===== src/rtl/spram_rd_arbiter.sv =====
// spram_rd_arbiter
// Two-requester round-robin read arbiter in front of a shared single-port RAM.
// A grant issues the RAM read in the same cycle, and the response follows one
// cycle later. A write that hits the granted address in the grant cycle is
// forwarded into that response, because the RAM returns the pre-write contents.
// Each port's rdata holds its last response until the next one arrives.
module spram_rd_arbiter #(
    parameter int ADDR_WIDTH = 6,
    parameter int DATA_WIDTH = 64
) (
    input  logic                  clk,
    input  logic                  rst,
    input  logic                  req1,
    input  logic [ADDR_WIDTH-1:0] addr1,
    output logic                  gnt1,
    output logic                  rvalid1,
    output logic [DATA_WIDTH-1:0] rdata1,
    input  logic                  req2,
    input  logic [ADDR_WIDTH-1:0] addr2,
    output logic                  gnt2,
    output logic                  rvalid2,
    output logic [DATA_WIDTH-1:0] rdata2,
    input  logic                  write_en,
    input  logic [ADDR_WIDTH-1:0] write_addr,
    input  logic [DATA_WIDTH-1:0] write_data,
    output logic                  mem_wr_en,
    output logic [ADDR_WIDTH-1:0] mem_wr_ptr,
    output logic [DATA_WIDTH-1:0] mem_wr_data,
    output logic                  mem_rd_en,
    output logic [ADDR_WIDTH-1:0] mem_rd_ptr,
    input  logic [DATA_WIDTH-1:0] mem_rd_data
);

    // last2_r high means requester 2 held the most recent grant
    logic                  last2_r;
    logic                  gnt1_s;
    logic                  gnt2_s;
    logic                  rvalid1_r;
    logic                  rvalid2_r;
    logic                  fwd_hit_r;
    logic [DATA_WIDTH-1:0] fwd_data_r;
    logic [DATA_WIDTH-1:0] hold1_r;
    logic [DATA_WIDTH-1:0] hold2_r;
    logic [DATA_WIDTH-1:0] resp_data_s;

    // True when an active write targets the address being read this cycle
    function automatic logic fwd_match(input logic                  wr_active,
                                       input logic [ADDR_WIDTH-1:0] wr_addr,
                                       input logic [ADDR_WIDTH-1:0] rd_addr);
        return wr_active && (wr_addr == rd_addr);
    endfunction

    // Round-robin grant: a lone request wins at once, contention goes to the other side
    always_comb begin
        gnt1_s = 1'b0;
        gnt2_s = 1'b0;
        if (rst) begin
            gnt1_s = 1'b0;
            gnt2_s = 1'b0;
        end else if (req1 && req2) begin
            gnt1_s = last2_r;
            gnt2_s = ~last2_r;
        end else begin
            gnt1_s = req1;
            gnt2_s = req2;
        end
    end

    // Drive the RAM read port from the winner and pass the writer straight through
    always_comb begin
        gnt1        = gnt1_s;
        gnt2        = gnt2_s;
        mem_rd_en   = gnt1_s | gnt2_s;
        mem_rd_ptr  = gnt2_s ? addr2 : addr1;
        mem_wr_en   = write_en;
        mem_wr_ptr  = write_addr;
        mem_wr_data = write_data;
    end

    // Remember the last winner; it only moves on a grant cycle
    always_ff @(posedge clk) begin
        if (rst) begin
            last2_r <= 1'b1;
        end else if (gnt1_s || gnt2_s) begin
            last2_r <= gnt2_s;
        end else begin
            last2_r <= last2_r;
        end
    end

    // Pipeline the grant into next-cycle valids and capture any same-cycle write hit
    always_ff @(posedge clk) begin
        if (rst) begin
            rvalid1_r  <= 1'b0;
            rvalid2_r  <= 1'b0;
            fwd_hit_r  <= 1'b0;
            fwd_data_r <= {DATA_WIDTH{1'b0}};
        end else begin
            rvalid1_r  <= gnt1_s;
            rvalid2_r  <= gnt2_s;
            fwd_hit_r  <= fwd_match(write_en && (gnt1_s || gnt2_s), write_addr, mem_rd_ptr);
            fwd_data_r <= write_data;
        end
    end

    // Keep each port's last response so rdata holds between valids
    always_ff @(posedge clk) begin
        if (rst) begin
            hold1_r <= {DATA_WIDTH{1'b0}};
            hold2_r <= {DATA_WIDTH{1'b0}};
        end else begin
            if (rvalid1_r) begin
                hold1_r <= resp_data_s;
            end
            if (rvalid2_r) begin
                hold2_r <= resp_data_s;
            end
        end
    end

    // Select the response data and present it, forcing zeros while in reset
    always_comb begin
        resp_data_s = fwd_hit_r ? fwd_data_r : mem_rd_data;
        if (rst) begin
            rvalid1 = 1'b0;
            rvalid2 = 1'b0;
            rdata1  = {DATA_WIDTH{1'b0}};
            rdata2  = {DATA_WIDTH{1'b0}};
        end else begin
            rvalid1 = rvalid1_r;
            rvalid2 = rvalid2_r;
            rdata1  = rvalid1_r ? resp_data_s : hold1_r;
            rdata2  = rvalid2_r ? resp_data_s : hold2_r;
        end
    end

endmodule


===== config.mk =====
export PLATFORM = sky130hd
export DESIGN_NAME = spram_rd_arbiter
export DESIGN_NICKNAME = d
export VERILOG_FILES = /design/src/rtl/spram_rd_arbiter.sv
export SDC_FILE = /design/constraint.sdc
export NUM_CORES = 1
export LEC_CHECK = 0
export ABC_AREA = 1
export CAP_MARGIN = 20
export CORE_MARGIN = 2
export CORE_UTILIZATION = 44
export CTS_BUF_LIST = sky130_fd_sc_hd__clkbuf_4
export DETAILED_ROUTE_END_ITERATION = 10
export PLACE_DENSITY = 0.88
export SYNTH_ARGS = -nofsm -noshare
export SYNTH_HDL_FRONTEND = slang
export SYNTH_SLANG_ARGS = --single-unit

===== constraint.sdc =====
create_clock -name clk -period 1.55 [get_ports clk]
set_input_delay 0.31 -clock clk [delete_from_list [all_inputs] [get_ports clk]]
set_output_delay 0.31 -clock clk [all_outputs]
set_load 0.02 [all_outputs]

# ---- After elaboration in Yosys (flattened, before gate mapping)
# Index checks and enable logic that the tools add are counted.
dict set report op_classes {
  n_div 0
  mul 0
  n_eq_ne 1
  shifts 0
  bitwise 2
  n_addsub 0
  n_mux 12
  n_reduce_logical 4
  n_lt_le_gt_ge 0
}
# op n
set ops {}
lappend ops {{two-way mux 64 bit} 5}
lappend ops {{equality test 6 bit} 1}
lappend ops {{two-way mux 1 bit} 6}
lappend ops {{two-way mux 6 bit} 1}
lappend ops {{logical AND 1 bit} 3}
lappend ops {{logical OR 1 bit} 1}
lappend ops {{inverter 1 bit} 1}
lappend ops {{OR 1 bit} 1}
dict set report totals {
  mem_count 0
  mem_bits_ro 0
  out_inout_bits 210
  elab_cells 26
  latchBits 0
  in_bits 151
  reg_bits 196
  mem_bits_rw 0
}

# ---- Logic depth before layout (Yosys ltp)
dict set report depth {
  ltp_word 6
  ltp_mapped 11
  ltp_nobuf 9
}

# ---- Worst setup path before layout
# OpenSTA, ideal clock, no wires.
dict set report synth_path {
  path_kind {reg2out}
  start {register fwd_hit_r}
  end {output rdata1[14]}
  required_ps 1240
  slack_ps 45
  arrival_ps 1195
  n_path_buf 2
  stages_incl_launch_ff 6
  path_cell_list {dfxtp_1 > buf_4 > buf_6 > mux2_2 > o21ai_0 > inv_1}
}
dict set report synth_via {
  elab_chain_cells 3
}
# item line
set synth_rtl {}
lappend synth_rtl {{start, declared} 40} ;# logic fwd_hit_r;
lappend synth_rtl {{start signal, assigned} 101} ;# fwd_hit_r <= fwd_match(write_en && (gnt1_s || gnt2_s), write_addr, mem_rd_ptr);
lappend synth_rtl {{two-way mux 64 bit} 123} ;# resp_data_s = fwd_hit_r ? fwd_data_r : mem_rd_data;
lappend synth_rtl {{two-way mux 64 bit (2 in series)} n/a}
lappend synth_rtl {{end, declared} 17} ;# output logic [DATA_WIDTH-1:0] rdata1,
# No other way between the ends.

# ---- Final worst setup path
dict set report layout_path {
  start {register fwd_hit_r}
  end {output rdata1[47]}
}
# The elaborated chain is that of the path after synthesis.

==> flow_metrics.tcl <==
set metrics [dict create \
    final_hold_viol_count 0 \
    regArea_um2 3940 \
    route.detailed.drc 0 \
    setup_viol 146 \
    nets 1670 \
    drt_first_pass_iters 5 \
    synth_cells 1108 \
    htree_levels 4 \
    cts_tree "yes" \
    antenna_left 0 \
    wire_per_inst_um 18.3 \
    yosysWarnings 0 \
    multi_input_area_um2 3580 \
    fmax_ghz 0.405 \
    synth-main-ff-cell "dfxtp_1" \
    yosysMostFrequentCell "nor2_1" \
    ir_drop_mv 0.577 \
    fin_area_um2 14000 \
    track_usage_pct 26.9 \
    fp-row-count 50 \
    cp-end-kind "output port" \
    fin_worst_skew_ns 0.0412 \
    pin_count 361 \
    syn-cell-area_um2 8410 \
    yosysTopAreaCell "dfxtp_1" \
    antenna_found_initial 1 \
    dieArea_um2 20200 \
    status "finished with violations" \
    cp_max_fo 7 \
    synth_edf_count 0 \
    layout-drive-gt1-share_pct 38.9 \
    final_core_util_pct 75.1 \
    dp_slack_ns -0.714 \
    core_um2 18700 \
    postSynth.asyncResetShare_pct 0 \
    drtIter0Drc 335 \
    timing.final.ws_setup_ns -0.922 \
    finalPower_mw 11.5 \
    cts_max_path_buffers 2 \
    fill_cells 1203 \
    tightest_slew_ns 0.322 \
    cts.sinks 196 \
    worstSetupPathType "register to output port" \
    ys_seq_area_share_pct 46.7 \
    clock_latency_ns 0.58 \
    dpl_cell_area_um2 12200 \
    slew_viol_final 0 \
    ys_ff_latch 196 \
    syn_nets 1259 \
    arrival_ns 2.16 \
    drv_cap 0 \
    grt_start_max_net_pins 45 \
    grt_pass1_wl_um 42100 \
    routabilityCongestion 0.829 \
    period_share_pct 159 \
    leakagePower_nw 7.27 \
    viasPerCell 4.92 \
    yosysUniqueCellTypes 18 \
    avgSynthCellArea_um2 7.59 \
    cp-start-kind "register" \
    powerDensity_nw_per_um2 820 \
    grt_pass1_vias 8290 \
    cts_root_buffer "clkbuf_4" \
    hpwl_um 18700 \
    rsz0062_at_grt "yes" \
    synth_top_area_share_pct 46.7 \
    grt-ovfl-total 0 \
    numCtsBuffers 17 \
    slew_headroom_pct 78.5 \
    ys_top_cells_by_count "330 x nor2_1, 208 x inv_1, 196 x dfxtp_1, 130 x o21ai_0, 73 x buf_4" \
    failed_checks "negative setup slack" \
    fin_crit_ns 2.47 \
    synth_area_leaders "dfxtp_1 47%, nor2_1 15%, inv_1 9.3%" \
    cp.required_ns 1.24 \
    die_x_um 142 \
    io_buffers 360 \
    die_h_um 142 \
    syn2layout_area_growth_pct 67.1 \
    start_util_pct 44.9 \
    finalWirelength_um 32400 \
    cts.clk_slew.worst_paths_ns 0.16 \
    worstHoldPathType "primary input to register" \
    vias 8689 \
]
==> sequential cells by signal (all words and copies together) (netlist names) <==
| register | count |
|---|---|
| fwd_data_r | 64 |
| fwd_hit_r | 1 |
| hold1_r | 64 |
| hold2_r | 64 |
| last2_r | 1 |
| rvalid1_r | 1 |
| rvalid2_r | 1 |
==> metal layers <==
layer	share of wire, %	track usage (%)
met1	36	27.7
met3	7.3	8.88
met5	0	0
met2	53	49.4
met4	4.2	12.5
==> placed cells by master, fill, tap and decap left out, types with 26 or more instances in the layout <==
cell type,synthesis,final
dlygate4sd2_1,0,74
o21ai_2,0,102
dfxtp_1,196,192
inv_1,208,139
inv_2,2,68
buf_6,8,123
buf_2,19,26
nor2_1,330,327
buf_4,73,125
clkdlybuf4s50_1,0,147
mux2_4,0,55
==> critical path, cell delays in order, from the launching register on <==
cell	delay [ns]
dfxtp_4	0.50
buf_6	0.17
buf_16	0.14
mux2_2	0.37
o21ai_1	0.15
inv_1	0.10
buf_2	0.17
==> layout make-up <==
type,count,area share (%)
diodes,1,0.0178
clock buffers,17,0.909
clock inverters,15,1.22
inverters,211,5.76
multi-input cells,572,25.5
flip-flops and latches,196,28.0
well taps,234,2.08
repair buffers,521,36.5
==> power by group <==
part | total [mW] | switching, mW | internal, mW
combinational | 3.19 | 1.70 | 1.49
sequential | 5.46 | 0.108 | 5.35
clock | 2.87 | 1.87 | 1.00
==> metrics by stage <==
stage	TNS [ns]	hold slack, ns	cells
CTS	-109.55	0.0792	1713
finish	-103.35	0.160	1767
global route	-123.21	0.0863	1767
floorplan	0	0.417	1108
detailed placement	-85.79	0.545	1651
global placement	-82.41	0.520	1651
==> cell families (layout without fill, tap and decap cells) <==
logic type / Yosys count / in the layout / share of synthesized area (%)
other cells: 0 / 1 / 0
compound gates: 130 / 130 / 7.74
buf+inv: 340 / 764 / 19.5
simple gates: 378 / 378 / 17.6
mux: 64 / 64 / 8.57
flops: 196 / 196 / 46.7
==> worst paths after layout <==
path | end | slack, ns | start | cells past startpoint
setup / recovery | rdata1[47] | -0.92 | fwd_hit_r$_SDFF_PP0_ | 6
hold / removal | hold2_r[60]$_DFF_P_ | 0.16 | rst | 4
setup reg to reg | hold1_r[17]$_DFF_P_ | -0.08 | fwd_hit_r$_SDFF_PP0_ | 7
hold reg to reg | hold1_r[4]$_DFF_P_ | 0.56 | hold1_r[4]$_DFF_P_ | 4
==> repair_timing <==
| item | CTS | global route |
|---|---|---|
| hold buffers | 1 | 0 |
| pin swaps | 7 | 28 |
| hold endpoints to repair | 1 | 0 |
| endpoints found under the setup margin | 210 | 140 |
| buffers inserted | 24 | 51 |
| gates resized for setup | 762 | 526 |
| gates cloned | 5 | 5 |
(Power assumes the default switching activity.)
